===== src/rtl/remote_comm.sv =====
// Host-side command initiator: sends a 16-bit command as two UART bytes (high first)
// and waits for a one-byte reply with a timeout. Includes the 8N1 UART it drives.

module UART #(
  parameter int BAUD_DIV = 32
) (
  input  logic       clk,
  input  logic       rst_n,
  input  logic       RX,
  output logic       TX,
  input  logic       trmt,
  input  logic [7:0] tx_data,
  output logic       tx_done,
  output logic       rx_rdy,
  input  logic       clr_rx_rdy,
  output logic [7:0] rx_data
);

  localparam int BW = $clog2(BAUD_DIV + 1);

  logic [9:0]    r_tx_shft;
  logic [BW-1:0] r_tx_baud;
  logic [3:0]    r_tx_bits;
  logic          r_tx_busy;
  logic          r_tx_done;

  logic          r_rx_s1;
  logic          r_rx_s2;
  logic          r_rx_busy;
  logic [BW-1:0] r_rx_baud;
  logic [3:0]    r_rx_bits;
  logic [7:0]    r_rx_shft;
  logic          r_rx_rdy;

  // Transmitter: start bit, 8 data bits LSB first, stop bit; done is a level cleared by trmt.
  always_ff @(posedge clk or negedge rst_n) begin
    if (!rst_n) begin
      r_tx_shft <= '1;
      r_tx_baud <= '0;
      r_tx_bits <= '0;
      r_tx_busy <= 1'b0;
      r_tx_done <= 1'b0;
    end else if (trmt) begin
      r_tx_shft <= {1'b1, tx_data, 1'b0};
      r_tx_baud <= '0;
      r_tx_bits <= '0;
      r_tx_busy <= 1'b1;
      r_tx_done <= 1'b0;
    end else if (r_tx_busy) begin
      if (r_tx_baud == BW'(BAUD_DIV - 1)) begin
        r_tx_baud <= '0;
        r_tx_shft <= {1'b1, r_tx_shft[9:1]};
        r_tx_bits <= r_tx_bits + 4'd1;
        if (r_tx_bits == 4'd9) begin
          r_tx_busy <= 1'b0;
          r_tx_done <= 1'b1;
        end
      end else begin
        r_tx_baud <= r_tx_baud + BW'(1);
      end
    end
  end

  // Receiver: samples mid-bit, counting from the synchronised start edge.
  always_ff @(posedge clk or negedge rst_n) begin
    if (!rst_n) begin
      r_rx_s1   <= 1'b1;
      r_rx_s2   <= 1'b1;
      r_rx_busy <= 1'b0;
      r_rx_baud <= '0;
      r_rx_bits <= '0;
      r_rx_shft <= '0;
      r_rx_rdy  <= 1'b0;
    end else begin
      r_rx_s1 <= RX;
      r_rx_s2 <= r_rx_s1;
      if (clr_rx_rdy) r_rx_rdy <= 1'b0;
      if (!r_rx_busy) begin
        if (!r_rx_s2) begin
          r_rx_busy <= 1'b1;
          r_rx_baud <= BW'(BAUD_DIV / 2 - 1);
          r_rx_bits <= '0;
        end
      end else if (r_rx_baud != '0) begin
        r_rx_baud <= r_rx_baud - BW'(1);
      end else begin
        r_rx_baud <= BW'(BAUD_DIV - 1);
        r_rx_bits <= r_rx_bits + 4'd1;
        if (r_rx_bits >= 4'd1 && r_rx_bits <= 4'd8) r_rx_shft <= {r_rx_s2, r_rx_shft[7:1]};
        if (r_rx_bits == 4'd9) begin
          r_rx_busy <= 1'b0;
          r_rx_rdy  <= 1'b1;
        end
      end
    end
  end

  assign TX      = r_tx_shft[0];
  assign tx_done = r_tx_done;
  assign rx_rdy  = r_rx_rdy;
  assign rx_data = r_rx_shft;

endmodule

module remote_comm #(
  parameter int TIMEOUT_CYC = 2_000_000
) (
  input  logic        clk,
  input  logic        rst_n,
  input  logic        snd_cmd,
  input  logic [15:0] cmd,
  input  logic        clr_resp_rdy,
  input  logic        RX,
  output logic        TX,
  output logic        busy,
  output logic        cmd_snt,
  output logic        resp_rdy,
  output logic [7:0]  resp,
  output logic        timeout
);

  localparam int CW = $clog2(TIMEOUT_CYC + 1);

  typedef enum logic [1:0] {IDLE, TX_HI, TX_LO, WAIT_RESP} state_t;

  state_t        r_state, w_state_nxt;
  logic [15:0]   r_cmd_q, w_cmd_q_nxt;
  logic [CW-1:0] r_cnt, w_cnt_nxt;
  logic          r_trmt, w_trmt_nxt;
  logic          r_clr_rx_rdy, w_clr_nxt;
  logic          r_cmd_snt, w_cmd_snt_nxt;
  logic          r_resp_rdy, w_resp_rdy_nxt;
  logic [7:0]    r_resp, w_resp_nxt;
  logic          r_timeout, w_timeout_nxt;
  logic          r_busy;
  logic          r_done_d;

  logic          w_tx_done;
  logic          w_rx_rdy;
  logic [7:0]    w_rx_data;
  logic [7:0]    w_tx_data;
  logic          w_done_rise;
  logic          w_rx_fresh;

  UART u_uart (
    .clk        (clk),
    .rst_n      (rst_n),
    .RX         (RX),
    .TX         (TX),
    .trmt       (r_trmt),
    .tx_data    (w_tx_data),
    .tx_done    (w_tx_done),
    .rx_rdy     (w_rx_rdy),
    .clr_rx_rdy (r_clr_rx_rdy),
    .rx_data    (w_rx_data)
  );

  assign w_tx_data   = (r_state == TX_LO) ? r_cmd_q[7:0] : r_cmd_q[15:8];
  assign w_done_rise = w_tx_done & ~r_done_d;
  // rx_rdy stays high during the cycle its clear is in flight; don't act on it twice.
  assign w_rx_fresh  = w_rx_rdy & ~r_clr_rx_rdy;

  always_comb begin
    w_state_nxt    = r_state;
    w_cmd_q_nxt    = r_cmd_q;
    w_cnt_nxt      = r_cnt;
    w_trmt_nxt     = 1'b0;
    w_clr_nxt      = 1'b0;
    w_cmd_snt_nxt  = r_cmd_snt;
    w_resp_rdy_nxt = r_resp_rdy & ~clr_resp_rdy;
    w_resp_nxt     = r_resp;
    w_timeout_nxt  = r_timeout;
    case (r_state)
      IDLE: begin
        if (w_rx_fresh) w_clr_nxt = 1'b1;
        if (snd_cmd) begin
          w_cmd_q_nxt    = cmd;
          w_cmd_snt_nxt  = 1'b0;
          w_resp_rdy_nxt = 1'b0;
          w_timeout_nxt  = 1'b0;
          w_trmt_nxt     = 1'b1;
          w_state_nxt    = TX_HI;
        end
      end
      TX_HI: begin
        if (w_rx_fresh) w_clr_nxt = 1'b1;
        if (w_done_rise) begin
          w_trmt_nxt  = 1'b1;
          w_state_nxt = TX_LO;
        end
      end
      TX_LO: begin
        if (w_rx_fresh) w_clr_nxt = 1'b1;
        if (w_done_rise) begin
          w_cmd_snt_nxt = 1'b1;
          w_cnt_nxt     = '0;
          w_state_nxt   = WAIT_RESP;
        end
      end
      WAIT_RESP: begin
        w_cnt_nxt = r_cnt + CW'(1);
        if (w_rx_fresh) begin
          w_resp_nxt     = w_rx_data;
          w_resp_rdy_nxt = 1'b1;
          w_clr_nxt      = 1'b1;
          w_state_nxt    = IDLE;
        end else if (r_cnt == CW'(TIMEOUT_CYC - 1)) begin
          w_timeout_nxt = 1'b1;
          w_state_nxt   = IDLE;
        end
      end
      default: w_state_nxt = IDLE;
    endcase
  end

  always_ff @(posedge clk or negedge rst_n) begin
    if (!rst_n) begin
      r_state      <= IDLE;
      r_cmd_q      <= '0;
      r_cnt        <= '0;
      r_trmt       <= 1'b0;
      r_clr_rx_rdy <= 1'b0;
      r_cmd_snt    <= 1'b0;
      r_resp_rdy   <= 1'b0;
      r_resp       <= 8'h00;
      r_timeout    <= 1'b0;
      r_busy       <= 1'b0;
      r_done_d     <= 1'b0;
    end else begin
      r_state      <= w_state_nxt;
      r_cmd_q      <= w_cmd_q_nxt;
      r_cnt        <= w_cnt_nxt;
      r_trmt       <= w_trmt_nxt;
      r_clr_rx_rdy <= w_clr_nxt;
      r_cmd_snt    <= w_cmd_snt_nxt;
      r_resp_rdy   <= w_resp_rdy_nxt;
      r_resp       <= w_resp_nxt;
      r_timeout    <= w_timeout_nxt;
      r_busy       <= (w_state_nxt != IDLE);
      r_done_d     <= w_tx_done;
    end
  end

  assign busy     = r_busy;
  assign cmd_snt  = r_cmd_snt;
  assign resp_rdy = r_resp_rdy;
  assign resp     = r_resp;
  assign timeout  = r_timeout;

endmodule


===== config.mk =====
export PLATFORM = sky130hd
export DESIGN_NAME = remote_comm
export DESIGN_NICKNAME = d
export VERILOG_FILES = /design/src/rtl/remote_comm.sv
export SDC_FILE = /design/constraint.sdc
export NUM_CORES = 1
export LEC_CHECK = 0
export CORE_MARGIN = 5
export CORE_UTILIZATION = 43
export DETAILED_ROUTE_END_ITERATION = 16
export HOLD_SLACK_MARGIN = 0.02
export SKIP_CTS_REPAIR_TIMING = 1
export SYNTH_ARGS = -nofsm -noshare
export SYNTH_HDL_FRONTEND = slang
export SYNTH_HIERARCHICAL = 1
export SYNTH_SLANG_ARGS = --single-unit

===== constraint.sdc =====
create_clock -name clk -period 3.15 [get_ports clk]
set_clock_uncertainty 0.2 [all_clocks]
set_input_delay 0.7875 -clock clk [delete_from_list [all_inputs] [get_ports clk]]
set_output_delay 0.7875 -clock clk [all_outputs]
set_load 0.005 [all_outputs]

# Word level (Yosys, flattened, before mapping)
# Index checks and enable logic that the tools add are counted.
# classes
add_sub_neg,5
magnitude_cmp,2
bitwise_logic,7
eq_ne,13
muxes,54
reduce_logical,20
# ops
operator,n
$pmux 21 s2,1
$mux 6,6
$mux 10,3
$mux 1,26
$mux 4,6
$add 21x1->21 const B,1
$eq 21x21->1 const B,1
$mux 21,1
$reduce_bool 2->1,7
$ne 2x2->1 const B,6
$mux 2,5
$reduce_and 2->1,5
$reduce_and 3->1,3
$add 4x1->4 const B,2
$eq 4x4->1 const B,2
$mux 8,1
$pmux 1 s2,4
$pmux 2 s4,1
$add 6x1->6 const B,1
$eq 6x5->1 const B,1
$reduce_bool 6->1,1
$sub 6x1->6 const B,1
$eq 2x2->1 const B,2
$ge 4x1->1 const B,1
other kinds (8),13
# totals
wordCells,124
register_bits,98
output_inout_bits,13

# Longest topological paths before layout
# Gate-level depths: netlist of the first run.
# logic_depth
depth_word,5
depth_mapped,9

# Cells and area by module
# Netlist of the first run, hierarchy kept.
# modules_own_cells
mod,cells_each,seq_area_each_um2,instances,area_per_inst_um2
remote_comm,246,1351.3,1,2701.3
UART,211,1089.8,1,2177.1

# Worst setup path after synthesis of the first run
# OpenSTA, ideal clock, no wires.
# synth_timing
kind,flip-flop to flip-flop
start,register r_state[0]
end,register r_cnt[15]
arrival_ps,2001
required_ps,2872
path_stages_with_launch,10
slack_ps,871
setup_ps,78
cell_sequence,dfrtp_1 -> inv_1 -> ha_1 -> buf_6 -> nand2b_4 -> buf_6 -> a211o_1 -> buf_6 -> or4_1 -> a21oi_1
# synth_between
elab_chain_cells,3
elab_cells_between_ends,6
classes_between,3 x eq/ne; 1 x mux; 2 x reduce/logical
# synth_lines
element,line,source
start: declaration,126,"state_t r_state, w_state_nxt;"
start signal: assignment,230,r_state <= w_state_nxt;
$eq 2x2->1,173,case (r_state)
$ne 2x2->1 (no source line) / $reduce_bool 2->1 (equally long branches),-,
$reduce_and 2->1 (no source line),-,
end signal: assignment,232,r_cnt <= w_cnt_nxt;
end: declaration,128,"logic [CW-1:0] r_cnt, w_cnt_nxt;"
# Parallel ways exist; a longest one is shown, timed or not.
# A chain may end at the register's enable or synchronous reset.

# Worst setup path in the final report of the first run
# layout_timing
start,register r_state[0]
end,register r_cnt[17]
# Same word-level chain as after synthesis.

==> impl_metrics.env, run 1 <==
export IMPL_holdWs_ps=156
export IMPL_async_flop_share_pct=100
export IMPL_num_vias=3551
export IMPL_first_pass_iters=4
export IMPL_worstSetupStartpoint="r_state[0]"
export IMPL_rows=38
export IMPL_r2r_start="r_state[0]"
export IMPL_synthFlopType="dfrtp_1"
export IMPL_r2r_end="r_cnt[17]"
export IMPL_finalNetCount=518
export IMPL_die_h_um=117
export IMPL_clk_latency_ps=350
export IMPL_path_class="flip-flop to flip-flop"
export IMPL_numCtsBuffers=9
export IMPL_clk_pin_slew_ps=60
export IMPL_p_leak_nw=2.44
export IMPL_synth_seq_cells=97
export IMPL_slowest_stage="or4_1"
export IMPL_totalWireLength_um=9880
export IMPL_cp_data_arrival_time_ps=2690
export IMPL_tritoncts="built"
export IMPL_power_density_nw_per_um2=417
export IMPL_grt_max_degree=42
export IMPL_maxCapViolations=0
export IMPL_grt_use_total_pct=15.5
export IMPL_clock_sinks=97
export IMPL_outcome="finished, final reports clean"
export IMPL_synth_area_um2=4880
export IMPL_reg2reg_depth=6
export IMPL_routabilityCongestion=0.781
export IMPL_power_mw=2.34
export IMPL_syn_num_nets=491
export IMPL_avgSynthCellArea_um2=10.7
export IMPL_viasPerCell=5.65
export IMPL_crit_chain="inv_1, ha_1, nand3b_2, a211o_1, or4_1, a21oi_1"
export IMPL_cp_data_required_time_ps=3220
export IMPL_syn_inst=457
export IMPL_n_fill_cell=944
export IMPL_coreArea_um2=11000
export IMPL_worst_pin_slew_ps=894
export IMPL_crit_path_start_kind="flip-flop"
export IMPL_finalHoldViolations=0
export IMPL_cp_num_buf_inv=1
export IMPL_setup_tns_ps=0
export IMPL_drive_gt1_share_pct=17.4
export IMPL_crit_path_end="r_cnt[17]"
export IMPL_area_growth_pct=15.1
export IMPL_fp_dieW_um=117
export IMPL_dr_first_iter_drc_count=195
export IMPL_rrSetupSlack_ps=530
export IMPL_yosysSeqAreaShare_pct=50.0
export IMPL_grt_pass1_vias=3402
export IMPL_finalCritPeriodShare_pct=83.2
export IMPL_drc_errors=0
export IMPL_worstPathMaxFanout=12
export IMPL_grt_pass1_wl_um=16700
export IMPL_crit_cells=6
export IMPL_critPathTopFamily="simple AND/OR/NAND/NOR gates"
export IMPL_fmax_mhz=382
export IMPL_synth_edf_count=0
export IMPL_port_buffers=33
export IMPL_dp_hpwl_um=6860
export IMPL_clockBufferDepth=2
export IMPL_htree_levels=3
export IMPL_fin_util_pct=51.1
export IMPL_end_kind="flip-flop"
export IMPL_antenna_cells=0
export IMPL_rsz0062_at_grt="no"
export IMPL_die_area_um2=13600
export IMPL_slew_viol_final=0
export IMPL_hold_class="flip-flop to flip-flop"
export IMPL_cts_root_buf="clkbuf_16"
export IMPL_route_detailed_wl_per_inst_um=15.7
export IMPL_finalCriticalPeriod_ps=2620
export IMPL_start_util_pct=44.4
export IMPL_antenna_found_initial=0
export IMPL_yosysUniqueCellTypes=57
export IMPL_yosys_warnings=6
export IMPL_slowest_delay_ps=510
export IMPL_num_io_pins=34
export IMPL_slew_headroom_pct=40.4
export IMPL_ant_nets=0
export IMPL_setup_viol=0
export IMPL_grt_overflow_total=0
export IMPL_irDropWorstVdd_mv=0.250
## layer usage
metal | vias to the layer above | share of wire (%) | GRT usage (%)
li1 | 1741 | - | -
met1 | 1741 | 48 | 20.9
met2 | 54 | 46 | 24.2
met3 | 15 | 3.9 | 4.15
met4 | 0 | 1.9 | 5.72
met5 | - | 0 | 0
## metrics by stage
stage | area, um2 | cells | setup WS, ps
after floorplan | 4880 | 457 | 871
after global placement | 5340 | 613 | 638
after detailed placement | 5340 | 613 | 547
after CTS | 5620 | 629 | 521
after global routing | 5620 | 629 | 335
final | 5620 | 629 | 529
## worst register-to-register path, stage by stage (launching register included)
cell      delay (ps)
dfrtp_1          400
inv_1            110
ha_1             460
nand3b_2         280
a211o_1          440
or4_1            510
a21oi_1          150
## cells by family (layout without fill, tap and decap cells)
group | Yosys count | count (layout) | share of synthesized area [%]
AO/OA/AOI/OAI | 114 | 114 | 15.0
XOR/XNOR | 6 | 6 | 1.08
adder cells (fa/ha/maj) | 13 | 13 | 3.33
buffers and inverters | 38 | 70 | 3.39
flip-flops | 97 | 97 | 50.0
multiplexers | 43 | 43 | 9.87
AND/OR/NAND/NOR | 146 | 146 | 17.3
## cell type report
class / count / area (um2) / share of cell area, %
clock buffers: 9 / 225 / 4.01
inverters: 15 / 56.3 / 1.00
flip-flops and latches: 97 / 2440 / 43.5
repair buffers: 39 / 385 / 6.86
well taps: 140 / 175 / 3.12
multi-input cells: 322 / 2280 / 40.6
clock inverters: 7 / 53.8 / 0.958
## cell usage after synthesis (all sizes together) (3+ instances only)
cell type  instances  area (um2)
a31oi             13        81.3
clkbuf            20        75.1
o31ai             10        75.1
xnor2              5        43.8
nor4b              4        35.0
nand2             34         128
or4                8        60.1
a211oi             3        22.5
o22ai              4        25.0
nor3               4        20.0
inv               15        56.3
dfrtp             86        2150
and2               5        31.3
nand4             13        81.3
dfstp             11         289
a41o               3        31.3
a21oi             36         180
nand3             16        80.1
nand2b             6        45.0
mux2              41         462
nor2              18        67.6
a211o              4        35.0
or3                7        48.8
nor2b             14        87.6
buf                3        33.8
o211ai             6        45.0
o21ai             22         110
ha                13         163
nand3b             3        26.3
## sequential cells by signal, indices dropped and copies added (netlist names), 2 cells and up
signal and flops:
r_cmd_q 16, r_cnt 21, r_state 2, resp 8, u_uart/r_rx_baud 6, u_uart/r_rx_bits 4, u_uart/r_tx_baud 6, u_uart/r_tx_bits 4
u_uart/r_tx_shft 9, u_uart/rx_data 8
## power breakdown
part	switching (mW)	total (mW)	internal, mW
Combinational	0.0284	0.0541	0.0257
Clock	0.494	1.04	0.542
Sequential	0.00232	1.25	1.25
Total	0.525	2.34	1.82
## placed cells by master (no fill, tap or decap), types with 2 or more instances in the layout
master and count:
a211o_1 4, a211oi_1 3, a21boi_0 2, a21o_1 2, a21oi_1 36, a31oi_1 13
a41o_1 2, and2_1 4, and4_1 2, and4b_1 2, and4bb_2 2, buf_4 6
clkbuf_16 9, clkdlybuf4s50_1 32, clkinv_2 2, clkinv_4 3, dfrtp_1 86, dfstp_2 11
ha_1 13, inv_1 15, inv_6 2, mux2_2 41, mux2i_1 2, nand2_1 34
nand2b_1 5, nand3_1 16, nand3b_1 2, nand4_1 13, nor2_1 18, nor2b_1 14
nor3_1 4, nor4b_1 4, o211ai_1 6, o21ai_0 22, o22ai_1 4, o31ai_1 10
or3_1 6, or4_1 8, xnor2_1 5
## worst min-delay path by stage
| stage | from | slack, ps | depth (start not counted) | to |
|---|---|---|---|---|
| 2_1_floorplan | u_uart/r_rx_s1 | 150 | 0 | u_uart/r_rx_s2 |
| 3_3_place_gp | u_uart/r_rx_s1 | 150 | 0 | u_uart/r_rx_s2 |
| 3_5_place_dp | u_uart/r_rx_s1 | 150 | 0 | u_uart/r_rx_s2 |
| 4_1_cts | u_uart/r_rx_s1 | 160 | 0 | u_uart/r_rx_s2 |
| 5_1_grt | u_uart/r_rx_s1 | 160 | 0 | u_uart/r_rx_s2 |
| 6_report | u_uart/r_rx_s1 | 160 | 0 | u_uart/r_rx_s2 |
No activity file was read; power rests on OpenSTA's default activity.
==> inputs of run 2 (changes only) <==
Clock period 3.15 ns to 2.4 ns, I/O delays scaled along.
==> impl_metrics.env, run 2 (synthesized netlist as in run 1, its figures left out) <==
export IMPL_setup_tns_ps=0
export IMPL_cp_data_arrival_time_ps=2270
export IMPL_largest_register="r_cnt"
export IMPL_cts_root_buf="clkbuf_16"
export IMPL_outcome="finished, final reports clean"
export IMPL_grt_pass1_vias=3616
export IMPL_maxCapViolations=0
export IMPL_port_buffers=33
export IMPL_cp_data_required_time_ps=2430
export IMPL_tritoncts="built"
export IMPL_slew_headroom_pct=59.9
export IMPL_place_inst=624
export IMPL_route_detailed_wl_per_inst_um=15.8
export IMPL_fin_cells=640
export IMPL_hold_class="primary input to asynchronous set/reset pin"
export IMPL_grt_pass1_wl_um=17700
export IMPL_rsz0062_at_grt="no"
export IMPL_layout_common_cells="86 x dfrtp_1, 41 x mux2_2, 36 x a21oi_1"
export IMPL_path_class="flip-flop to flip-flop"
export IMPL_num_vias=3602
export IMPL_die_h_um=117
export IMPL_num_io_pins=34
export IMPL_drc_errors=0
export IMPL_ant_nets=0
export IMPL_grt_use_total_pct=16.7
export IMPL_dp_hpwl_um=7060
export IMPL_rows=38
export IMPL_antenna_found_initial=0
export IMPL_antenna_cells=0
export IMPL_crit_path_start_kind="flip-flop"
export IMPL_die_area_um2=13600
export IMPL_grt_max_degree=98
export IMPL_finalCritPeriodShare_pct=93.6
export IMPL_worst_pin_slew_ps=602
export IMPL_routabilityCongestion=0.787
export IMPL_worstPathMaxFanout=8
export IMPL_start_util_pct=44.4
export IMPL_end_kind="flip-flop"
export IMPL_numCtsBuffers=9
export IMPL_clockBufferDepth=2
export IMPL_fmax_mhz=445
export IMPL_totalWireLength_um=10100
export IMPL_fp_dieW_um=117
export IMPL_p_leak_nw=2.49
export IMPL_clk_latency_ps=350
export IMPL_mostFrequentLayoutCell="dfrtp_1"
export IMPL_clock_sinks=97
export IMPL_setup_viol=0
export IMPL_coreArea_um2=11000
export IMPL_reg2reg_depth=6
export IMPL_n_fill_cell=982
export IMPL_finalNetCount=529
export IMPL_irDropWorstVdd_mv=0.434
export IMPL_viasPerCell=5.63
export IMPL_clk_pin_slew_ps=60
export IMPL_largest_register_ffs=21
export IMPL_finalHoldViolations=0
export IMPL_top_regs="r_cnt: 21 flops, r_cmd_q: 16 flops, u_uart/r_tx_shft: 9 flops"
export IMPL_finalCriticalPeriod_ps=2250
export IMPL_slew_viol_final=0
export IMPL_multiInputGateArea_um2=2290
export IMPL_drive_gt1_share_pct=19.0
export IMPL_htree_levels=3
export IMPL_dr_first_iter_drc_count=222
export IMPL_first_pass_iters=4
export IMPL_power_density_nw_per_um2=531
export IMPL_regArea_um2=2440
export IMPL_grt_overflow_total=0
export IMPL_area_growth_pct=17.1
==> run 2: worst paths after layout <==
check	startpoint	to	slack, ps
max reg2reg	u_uart/r_rx_bits[0]	u_uart/rx_data[0]	150
min	rst_n	resp[2]	90
min in group clk	u_uart/r_rx_s1	u_uart/r_rx_s2	170
max in group asynchronous	rst_n	u_uart/r_tx_shft[7]	1490
max	u_uart/r_rx_bits[0]	u_uart/rx_data[0]	150
min reg2reg	u_uart/r_rx_s1	u_uart/r_rx_s2	170
==> run 2: routing by layer <==
layer / vias up / GRT usage, % / routed length, um
met5: - / 0 / 0
met4: 0 / 8.04 / 174
met3: 13 / 4.61 / 415
met2: 61 / 27.4 / 5120
met1: 1763 / 20.3 / 4400
li1: 1765 / - / -
==> run 2: layout make-up <==
type	instances	area share, %
Clock buffer	13	4.38
Clock inverter	3	0.307
Inverter	15	0.986
Multi-Input combinational cell	322	40.1
Sequential cell	97	42.7
Tap cell	140	3.07
Timing Repair Buffer	50	8.41
==> run 2: power by group <==
group          total [mW]  switching, mW  leakage, nW  internal (mW)
clock network        1.32          0.593        0.130          0.729
logic              0.0687         0.0359         1.11         0.0328
registers            1.64        0.00316         1.25           1.64
==> run 2: stage by stage <==
stage	cell area (um2)	worst slack (ps)	utilization (%)	total power, mW	hold WS, ps
after floorplan	4880	121	-	1.67	104
after global placement	5430	220	49.5	1.75	170
after detailed placement	5430	134	49.5	1.75	164
after CTS	5700	86.6	51.9	3.09	116
after global routing	5710	35.1	52.0	3.18	139
final	5710	154	52.0	3.03	90.2
==> run 2: critical path, cell delays in order, from the launching register on <==
cell and delay [ps]:
dfrtp_1 440, inv_1 110, ha_1 170, or2b_2 320
a2111oi_4 330, buf_4 220, mux2_2 350
